### config.mk
export PLATFORM = sky130hd
export DESIGN_NAME = perceptron_train_ctrl_flat
export DESIGN_NICKNAME = d
export VERILOG_FILES = /design/src/rtl/perceptron_pkg.sv /design/src/rtl/perceptron_train_ctrl_if.sv /design/src/rtl/sample_buf.sv /design/src/rtl/perceptron_train_ctrl.sv /design/src/flat_wrapper.sv
export SDC_FILE = /design/constraint.sdc
export NUM_CORES = 1
export LEC_CHECK = 0
export CORE_ASPECT_RATIO = 0.8
export CORE_MARGIN = 2
export CORE_UTILIZATION = 62
export DETAILED_ROUTE_END_ITERATION = 10
export PLACE_DENSITY = 0.95
export SETUP_SLACK_MARGIN = 0.2
export SLEW_MARGIN = 10
export SYNTH_ARGS = -nofsm -noshare
export SYNTH_HDL_FRONTEND = slang
export SYNTH_HIERARCHICAL = 1
export SYNTH_SLANG_ARGS = --single-unit
### constraint.sdc
create_clock -name clk -period 4.5 [get_ports clk]
set_clock_uncertainty 0.15 [all_clocks]
set_input_delay 0.45 -clock clk [delete_from_list [all_inputs] [get_ports clk]]
set_output_delay 0.45 -clock clk [all_outputs]
set_load 0.02 [all_outputs]
### src/rtl/perceptron_pkg.sv
// Perceptron training controller shared types.
// State encoding, sample layout and default sizing.
package perceptron_pkg;

    localparam int DEF_NUM_SAMPLES = 8;
    localparam int DEF_MAX_EPOCHS  = 15;
    localparam int DEF_PCPT_LAT    = 1;
    localparam int FEAT_W          = 8;

    typedef enum logic [2:0] {
        IDLE,
        PRESENT,
        WAIT,
        CHECK,
        EPOCH_END,
        DONE
    } state_t;

    typedef struct packed {
        logic [FEAT_W-1:0] data;
        logic              exp;
    } sample_t;

endpackage

### src/rtl/perceptron_train_ctrl_if.sv
// Sample load port and perceptron drive/return port.
// slave is the controller side, master is the host/perceptron side.
interface perceptron_train_ctrl_if;
    import perceptron_pkg::*;

    logic              load_valid;
    logic [FEAT_W-1:0] load_data;
    logic              load_exp;
    logic              load_ready;
    logic [FEAT_W-1:0] pcpt_in;
    logic              pcpt_exp;
    logic              pcpt_learn;
    logic              pcpt_result;

    modport master (
        output load_valid, load_data, load_exp, pcpt_result,
        input  load_ready, pcpt_in, pcpt_exp, pcpt_learn
    );

    modport slave (
        input  load_valid, load_data, load_exp, pcpt_result,
        output load_ready, pcpt_in, pcpt_exp, pcpt_learn
    );

endinterface

### src/rtl/sample_buf.sv
// Training sample register file.
// One write port, one asynchronous read port, no reset.
module sample_buf
    import perceptron_pkg::*;
#(
    parameter int DEPTH = DEF_NUM_SAMPLES,
    parameter int AW    = $clog2(DEPTH)
) (
    input  logic          clk,
    input  logic          we,
    input  logic [AW-1:0] waddr,
    input  sample_t       wdata,
    input  logic [AW-1:0] raddr,
    output sample_t       rdata
);

    sample_t mem [DEPTH];

    always_ff @(posedge clk) begin
        if (we) mem[waddr] <= wdata;
    end

    assign rdata = mem[raddr];

endmodule

### src/rtl/perceptron_train_ctrl.sv
// Perceptron training sequencer: buffers samples, replays them
// each epoch until an error-free epoch or the epoch limit.
module perceptron_train_ctrl
    import perceptron_pkg::*;
#(
    parameter int NUM_SAMPLES = DEF_NUM_SAMPLES,
    parameter int MAX_EPOCHS  = DEF_MAX_EPOCHS,
    parameter int PCPT_LAT    = DEF_PCPT_LAT
) (
    input  logic                    clk,
    input  logic                    rst_n,
    input  logic                    clr,
    input  logic                    start,
    perceptron_train_ctrl_if.slave  bus,
    output logic                    busy,
    output logic                    done,
    output logic                    converged,
    output logic [3:0]              epoch_cnt,
    output logic [4:0]              err_cnt
);

    localparam int AW = $clog2(NUM_SAMPLES);
    localparam int CW = AW + 1;

    state_t        state, state_nxt;
    logic [CW-1:0] count, count_nxt;
    logic [AW-1:0] idx, idx_nxt;
    logic [1:0]    wcnt, wcnt_nxt;
    logic [3:0]    epoch_nxt;
    logic [4:0]    err_nxt;
    logic          conv_nxt;
    logic          wr;
    logic          active;
    sample_t       wd, rd;

    sample_buf #(
        .DEPTH (NUM_SAMPLES),
        .AW    (AW)
    ) u_buf (
        .clk   (clk),
        .we    (wr),
        .waddr (count[AW-1:0]),
        .wdata (wd),
        .raddr (idx),
        .rdata (rd)
    );

    assign wd     = {bus.load_data, bus.load_exp};
    assign active = (state == PRESENT) || (state == WAIT)
                 || (state == CHECK);

    // Gated by rst_n so every output reads 0 while reset is held.
    assign bus.load_ready = rst_n
                         && ((state == IDLE) || (state == DONE))
                         && (count < CW'(NUM_SAMPLES));
    assign wr             = bus.load_valid && bus.load_ready;
    assign bus.pcpt_in    = active ? rd.data : '0;
    assign bus.pcpt_exp   = active ? rd.exp : 1'b0;
    assign bus.pcpt_learn = (state == PRESENT);
    assign busy           = active || (state == EPOCH_END);
    assign done           = (state == DONE);

    always_ff @(posedge clk or negedge rst_n) begin
        if (!rst_n) begin
            state     <= IDLE;
            count     <= '0;
            idx       <= '0;
            wcnt      <= '0;
            epoch_cnt <= '0;
            err_cnt   <= '0;
            converged <= 1'b0;
        end else begin
            state     <= state_nxt;
            count     <= count_nxt;
            idx       <= idx_nxt;
            wcnt      <= wcnt_nxt;
            epoch_cnt <= epoch_nxt;
            err_cnt   <= err_nxt;
            converged <= conv_nxt;
        end
    end

    always_comb begin
        state_nxt = state;
        count_nxt = count;
        idx_nxt   = idx;
        wcnt_nxt  = wcnt;
        epoch_nxt = epoch_cnt;
        err_nxt   = err_cnt;
        conv_nxt  = converged;

        if (wr) count_nxt = count + CW'(1);

        unique case (state)
            IDLE, DONE: begin
                // A write landing with start joins this run.
                if (start && (count_nxt != '0)) begin
                    state_nxt = PRESENT;
                    idx_nxt   = '0;
                    err_nxt   = '0;
                    epoch_nxt = '0;
                    conv_nxt  = 1'b0;
                end
            end
            PRESENT: begin
                wcnt_nxt  = '0;
                state_nxt = (PCPT_LAT > 1) ? WAIT : CHECK;
            end
            WAIT: begin
                if (int'(wcnt) >= PCPT_LAT - 2) state_nxt = CHECK;
                else wcnt_nxt = wcnt + 2'd1;
            end
            CHECK: begin
                if (bus.pcpt_result != rd.exp) begin
                    err_nxt = err_cnt + 5'd1;
                end
                if (CW'(idx) == count - CW'(1)) begin
                    state_nxt = EPOCH_END;
                end else begin
                    idx_nxt   = idx + AW'(1);
                    state_nxt = PRESENT;
                end
            end
            EPOCH_END: begin
                epoch_nxt = epoch_cnt + 4'd1;
                if (err_cnt == '0) begin
                    state_nxt = DONE;
                    conv_nxt  = 1'b1;
                end else if (epoch_cnt + 4'd1 == 4'(MAX_EPOCHS)) begin
                    state_nxt = DONE;
                end else begin
                    idx_nxt   = '0;
                    err_nxt   = '0;
                    state_nxt = PRESENT;
                end
            end
            default: state_nxt = IDLE;
        endcase

        if (clr) begin
            state_nxt = IDLE;
            count_nxt = '0;
            idx_nxt   = '0;
            wcnt_nxt  = '0;
            epoch_nxt = '0;
            err_nxt   = '0;
            conv_nxt  = 1'b0;
        end
    end

endmodule

### src/flat_wrapper.sv
// flat-port wrapper written by rule: the top's interface ports become plain ports
module perceptron_train_ctrl_flat import perceptron_pkg::*;
#(
    parameter int NUM_SAMPLES = DEF_NUM_SAMPLES,
    parameter int MAX_EPOCHS  = DEF_MAX_EPOCHS,
    parameter int PCPT_LAT    = DEF_PCPT_LAT
)
  (clk, rst_n, clr, start, busy, done, converged, epoch_cnt, err_cnt, bus_load_valid, bus_load_data, bus_load_exp, bus_pcpt_result, bus_load_ready, bus_pcpt_in, bus_pcpt_exp, bus_pcpt_learn);
  perceptron_train_ctrl_if bus_i ();
  input  logic clk;
  input  logic rst_n;
  input  logic clr;
  input  logic start;
  output logic busy;
  output logic done;
  output logic converged;
  output logic [3:0] epoch_cnt;
  output logic [4:0] err_cnt;
  input wire logic [$bits(bus_i.load_valid)-1:0] bus_load_valid;
  input wire logic [$bits(bus_i.load_data)-1:0] bus_load_data;
  input wire logic [$bits(bus_i.load_exp)-1:0] bus_load_exp;
  input wire logic [$bits(bus_i.pcpt_result)-1:0] bus_pcpt_result;
  output wire logic [$bits(bus_i.load_ready)-1:0] bus_load_ready;
  output wire logic [$bits(bus_i.pcpt_in)-1:0] bus_pcpt_in;
  output wire logic [$bits(bus_i.pcpt_exp)-1:0] bus_pcpt_exp;
  output wire logic [$bits(bus_i.pcpt_learn)-1:0] bus_pcpt_learn;
  assign bus_i.load_valid = bus_load_valid;
  assign bus_i.load_data = bus_load_data;
  assign bus_i.load_exp = bus_load_exp;
  assign bus_i.pcpt_result = bus_pcpt_result;
  assign bus_load_ready = bus_i.load_ready;
  assign bus_pcpt_in = bus_i.pcpt_in;
  assign bus_pcpt_exp = bus_i.pcpt_exp;
  assign bus_pcpt_learn = bus_i.pcpt_learn;
  perceptron_train_ctrl #(.NUM_SAMPLES(NUM_SAMPLES), .MAX_EPOCHS(MAX_EPOCHS), .PCPT_LAT(PCPT_LAT)) u_core (.clk(clk), .rst_n(rst_n), .clr(clr), .start(start), .bus(bus_i), .busy(busy), .done(done), .converged(converged), .epoch_cnt(epoch_cnt), .err_cnt(err_cnt));
endmodule
==> impl_metrics.tcl <==
set metrics [dict create \
    worstSkewPairLatency_ns 0.36 \
    ff2ff_path_depth 6 \
    final-hold-violation-count 0 \
    clkSinkCount 92 \
    dpl_cell_area_sq_um 4710 \
    async_reset_ff_share_pct 21.7 \
    rows 26 \
    synth_largest_area_cell "sky130_fd_sc_hd__edfxtp_1" \
    synthDistinctLibCells 47 \
    fin_crit_ns 3.68 \
    syn-cell-area_sq_um 4260 \
    max-cap-violations 0 \
    cts_max_path_buffers 2 \
    port_buffers 37 \
    initial_utilization_pct 65.5 \
    synth_nets 309 \
    first_pass_grt_wire_length_mm 13.4 \
    nets 352 \
    detailroute.via_count 2645 \
    synthDominantCellAreaShare_pct 50.8 \
    post_cts.resized_instances 0 \
    ant_nets 0 \
    max_freq_mhz 272 \
    power_density_nw_per_um2 399 \
    worst-slew-pin-transition_ns 1.11 \
    cts_inserted_buffers 9 \
    die_width_microns 96.7 \
    ioPinCount 38 \
    worstSetupEndpointType "output port" \
    fraction_of_final_layout_cells_with_drive_strength_greater_than_1_pct 11.0 \
    ys_seq_elements 92 \
    viasPerCell 6.31 \
    critPathLaunchType "register" \
    grt_start_max_net_pins 23 \
    vdd.ir_drop.worst_mv 0.353 \
    worstPathMaxFanout 22 \
    criticalPathCategory "reg2out" \
    ctsHtreeMaxLevel 3 \
    worst-endpoint-required_ns 3.90 \
    worst_slack_ns 0.820 \
    synth_warnings 6 \
    floorplan.core_area_sq_um 6510 \
    final_power_w 0.00197 \
    outcome "complete, no violations" \
    synth-seq-area-share_pct 62.5 \
    final.period_utilization_pct 81.8 \
    global_route.overflow_total 0 \
    avgSynthCellArea_sq_um 14.8 \
    wire_per_inst_microns 19.9 \
    pre_cts_slack_ns 1.10 \
    layout-area-overhead-vs-synth_pct 15.9 \
    cts.hold.buffers_added 0 \
    syn_inst 287 \
    regToRegEndpoint "u_core/err_cnt[1]" \
    buffer_count_from_post_cts_setup_fixing 0 \
    finalMaxSlewViolations 0 \
    ff2ff_setup_slack_ns 1.34 \
    drc 0 \
    initialDrtViolationCount 241 \
    antenna_cells_inserted 0 \
    finalSetupViolCount 0 \
    top_cells_by_area_synth "sky130_fd_sc_hd__edfxtp_1, sky130_fd_sc_hd__dfrtp_1, sky130_fd_sc_hd__mux4_1" \
    dominantRegCellSynth "sky130_fd_sc_hd__edfxtp_1" \
    detailedRoute.firstPassIterationCount 5 \
    p_leak_nw 1.71 \
    utilization_pct 75.8 \
    wl_mm 8.34 \
    clock-root-buffer "sky130_fd_sc_hd__clkbuf_8" \
    dieArea_sq_um 7550 \
    timing.critical_path.arrival_ns 3.08 \
    global_route.usage.total_pct 23.4 \
    final.setup.tns_ns 0 \
    initial_antenna_violation_count 0 \
    worst_slew_margin_rel_pct 26.2 \
    rr_startpoint "u_core/idx[0]" \
    vias_in_the_first_global_route 2561 \
    worstHoldPathType "in2async" \
    finalInstanceArea_sq_um 4930 \
    worst_setup_hold_path_clk_slew_ns 0.09 \
    synth_enable_flop_cells 72 \
    clock_tree_from_tritoncts "built" \
    chipHeight_microns 78.1 \
    routabilityCongestion 0.875 \
    unrepaired_setup_endpoints_after_global_routing "no" \
    hpwlAfterDp_mm 5.38 \
]
==> cells in the mapped netlist (2+ instances only) <==
master / instances
sky130_fd_sc_hd__and2_1: 10
sky130_fd_sc_hd__nand2b_1: 6
sky130_fd_sc_hd__xor2_1: 2
sky130_fd_sc_hd__o21ai_0: 5
sky130_fd_sc_hd__ha_1: 7
sky130_fd_sc_hd__nor2_1: 29
sky130_fd_sc_hd__mux2i_1: 2
sky130_fd_sc_hd__mux2_2: 11
sky130_fd_sc_hd__nand2_1: 12
sky130_fd_sc_hd__a22oi_1: 2
sky130_fd_sc_hd__nand4_1: 3
sky130_fd_sc_hd__clkbuf_1: 5
sky130_fd_sc_hd__edfxtp_1: 72
sky130_fd_sc_hd__nor3_1: 7
sky130_fd_sc_hd__mux4_1: 18
sky130_fd_sc_hd__dfrtp_1: 20
sky130_fd_sc_hd__a31oi_1: 8
sky130_fd_sc_hd__xnor2_1: 6
sky130_fd_sc_hd__o21ai_1: 3
sky130_fd_sc_hd__and3_1: 3
sky130_fd_sc_hd__a21oi_1: 15
sky130_fd_sc_hd__inv_1: 14
sky130_fd_sc_hd__nand3_1: 3
==> critical path, stage by stage, from the launching register on <==
cell and delay [ns]:
sky130_fd_sc_hd__dfrtp_1 1.08, sky130_fd_sc_hd__mux4_1 0.68, sky130_fd_sc_hd__mux2_2 0.29, sky130_fd_sc_hd__and2_1 0.13, sky130_fd_sc_hd__clkdlybuf4s50_1 0.53
==> flip-flops by register name (all words and copies together), names as in the netlist <==
name	flops
u_core/converged	1
u_core/count	4
u_core/epoch_cnt	4
u_core/err_cnt	5
u_core/idx	3
u_core/state	3
u_core/u_buf/mem	72
==> where the power goes <==
part | switching [W] | total [W] | internal [W]
clock | 0.000297 | 0.000619 | 0.000322
sequential | 0.0000641 | 0.000999 | 0.000935
combinational | 0.000151 | 0.000350 | 0.000198
==> area by class of cell <==
| class | instances | area [sq um] |
|---|---|---|
| clock inverters | 7 | 105 |
| well taps | 84 | 105 |
| multi-input cells | 172 | 1490 |
| clock buffers | 9 | 124 |
| repair buffers | 41 | 400 |
| flip-flops and latches | 92 | 2660 |
| fillers | 378 | 1570 |
| inverters | 14 | 52.6 |
==> layer usage <==
layer	global-route usage, %	wire length (microns)	part of all wire, %	vias up
li1	-	-	-	1192
met1	31.9	3420	41	1291
met2	38.2	4120	49	146
met3	5.43	664	8.0	16
met4	7.75	125	1.5	0
met5	0	0	0	-
==> stage by stage <==
stage               hold WS, ns  instances
floorplan               0.00441        287
global route              0.203        419
CTS                       0.198        419
detailed placement        0.366        403
finish                    0.199        419
global placement          0.358        403
==> how the worst max path moves through the flow <==
stage | startpoint | endpoint | slack [ns] | cells after the start
after floorplan | u_core/count[0] | u_core/idx[1] | 1.93 | 9
after global placement | rst_n | u_core/u_buf/mem[6][7] | 1.24 | 5
after detailed placement | rst_n | u_core/u_buf/mem[7][4] | 1.10 | 5
after CTS | u_core/idx[0] | bus_pcpt_in[4] | 0.81 | 4
after global routing | u_core/idx[0] | bus_pcpt_in[7] | 0.71 | 4
final | u_core/idx[0] | bus_pcpt_in[4] | 0.82 | 4
==> cell families after synthesis <==
family	after synthesis	share of synthesized area (%)
AO/OA/AOI/OAI	42	6.08
flip-flops	92	62.5
adder cells (fa/ha/maj)	8	2.32
AND/OR/NAND/NOR	82	9.96
XOR/XNOR	9	2.03
buffers and inverters	23	2.61
multiplexers	31	14.5
==> layout by cell type (no fill, tap or decap), types with 6 or more instances in the layout <==
cell                              count
sky130_fd_sc_hd__nand2b_1             6
sky130_fd_sc_hd__mux2_2              11
sky130_fd_sc_hd__a21oi_1             15
sky130_fd_sc_hd__dfrtp_1             20
sky130_fd_sc_hd__inv_1               14
sky130_fd_sc_hd__nor3_1               7
sky130_fd_sc_hd__ha_1                 7
sky130_fd_sc_hd__nor2_1              29
sky130_fd_sc_hd__xnor2_1              6
sky130_fd_sc_hd__mux4_1              18
sky130_fd_sc_hd__a31oi_1              8
sky130_fd_sc_hd__edfxtp_1            72
sky130_fd_sc_hd__clkdlybuf4s50_1     37
sky130_fd_sc_hd__nand2_1             12
sky130_fd_sc_hd__clkbuf_8             9
sky130_fd_sc_hd__and2_1              10
No activity file was read; power rests on OpenSTA's default activity.
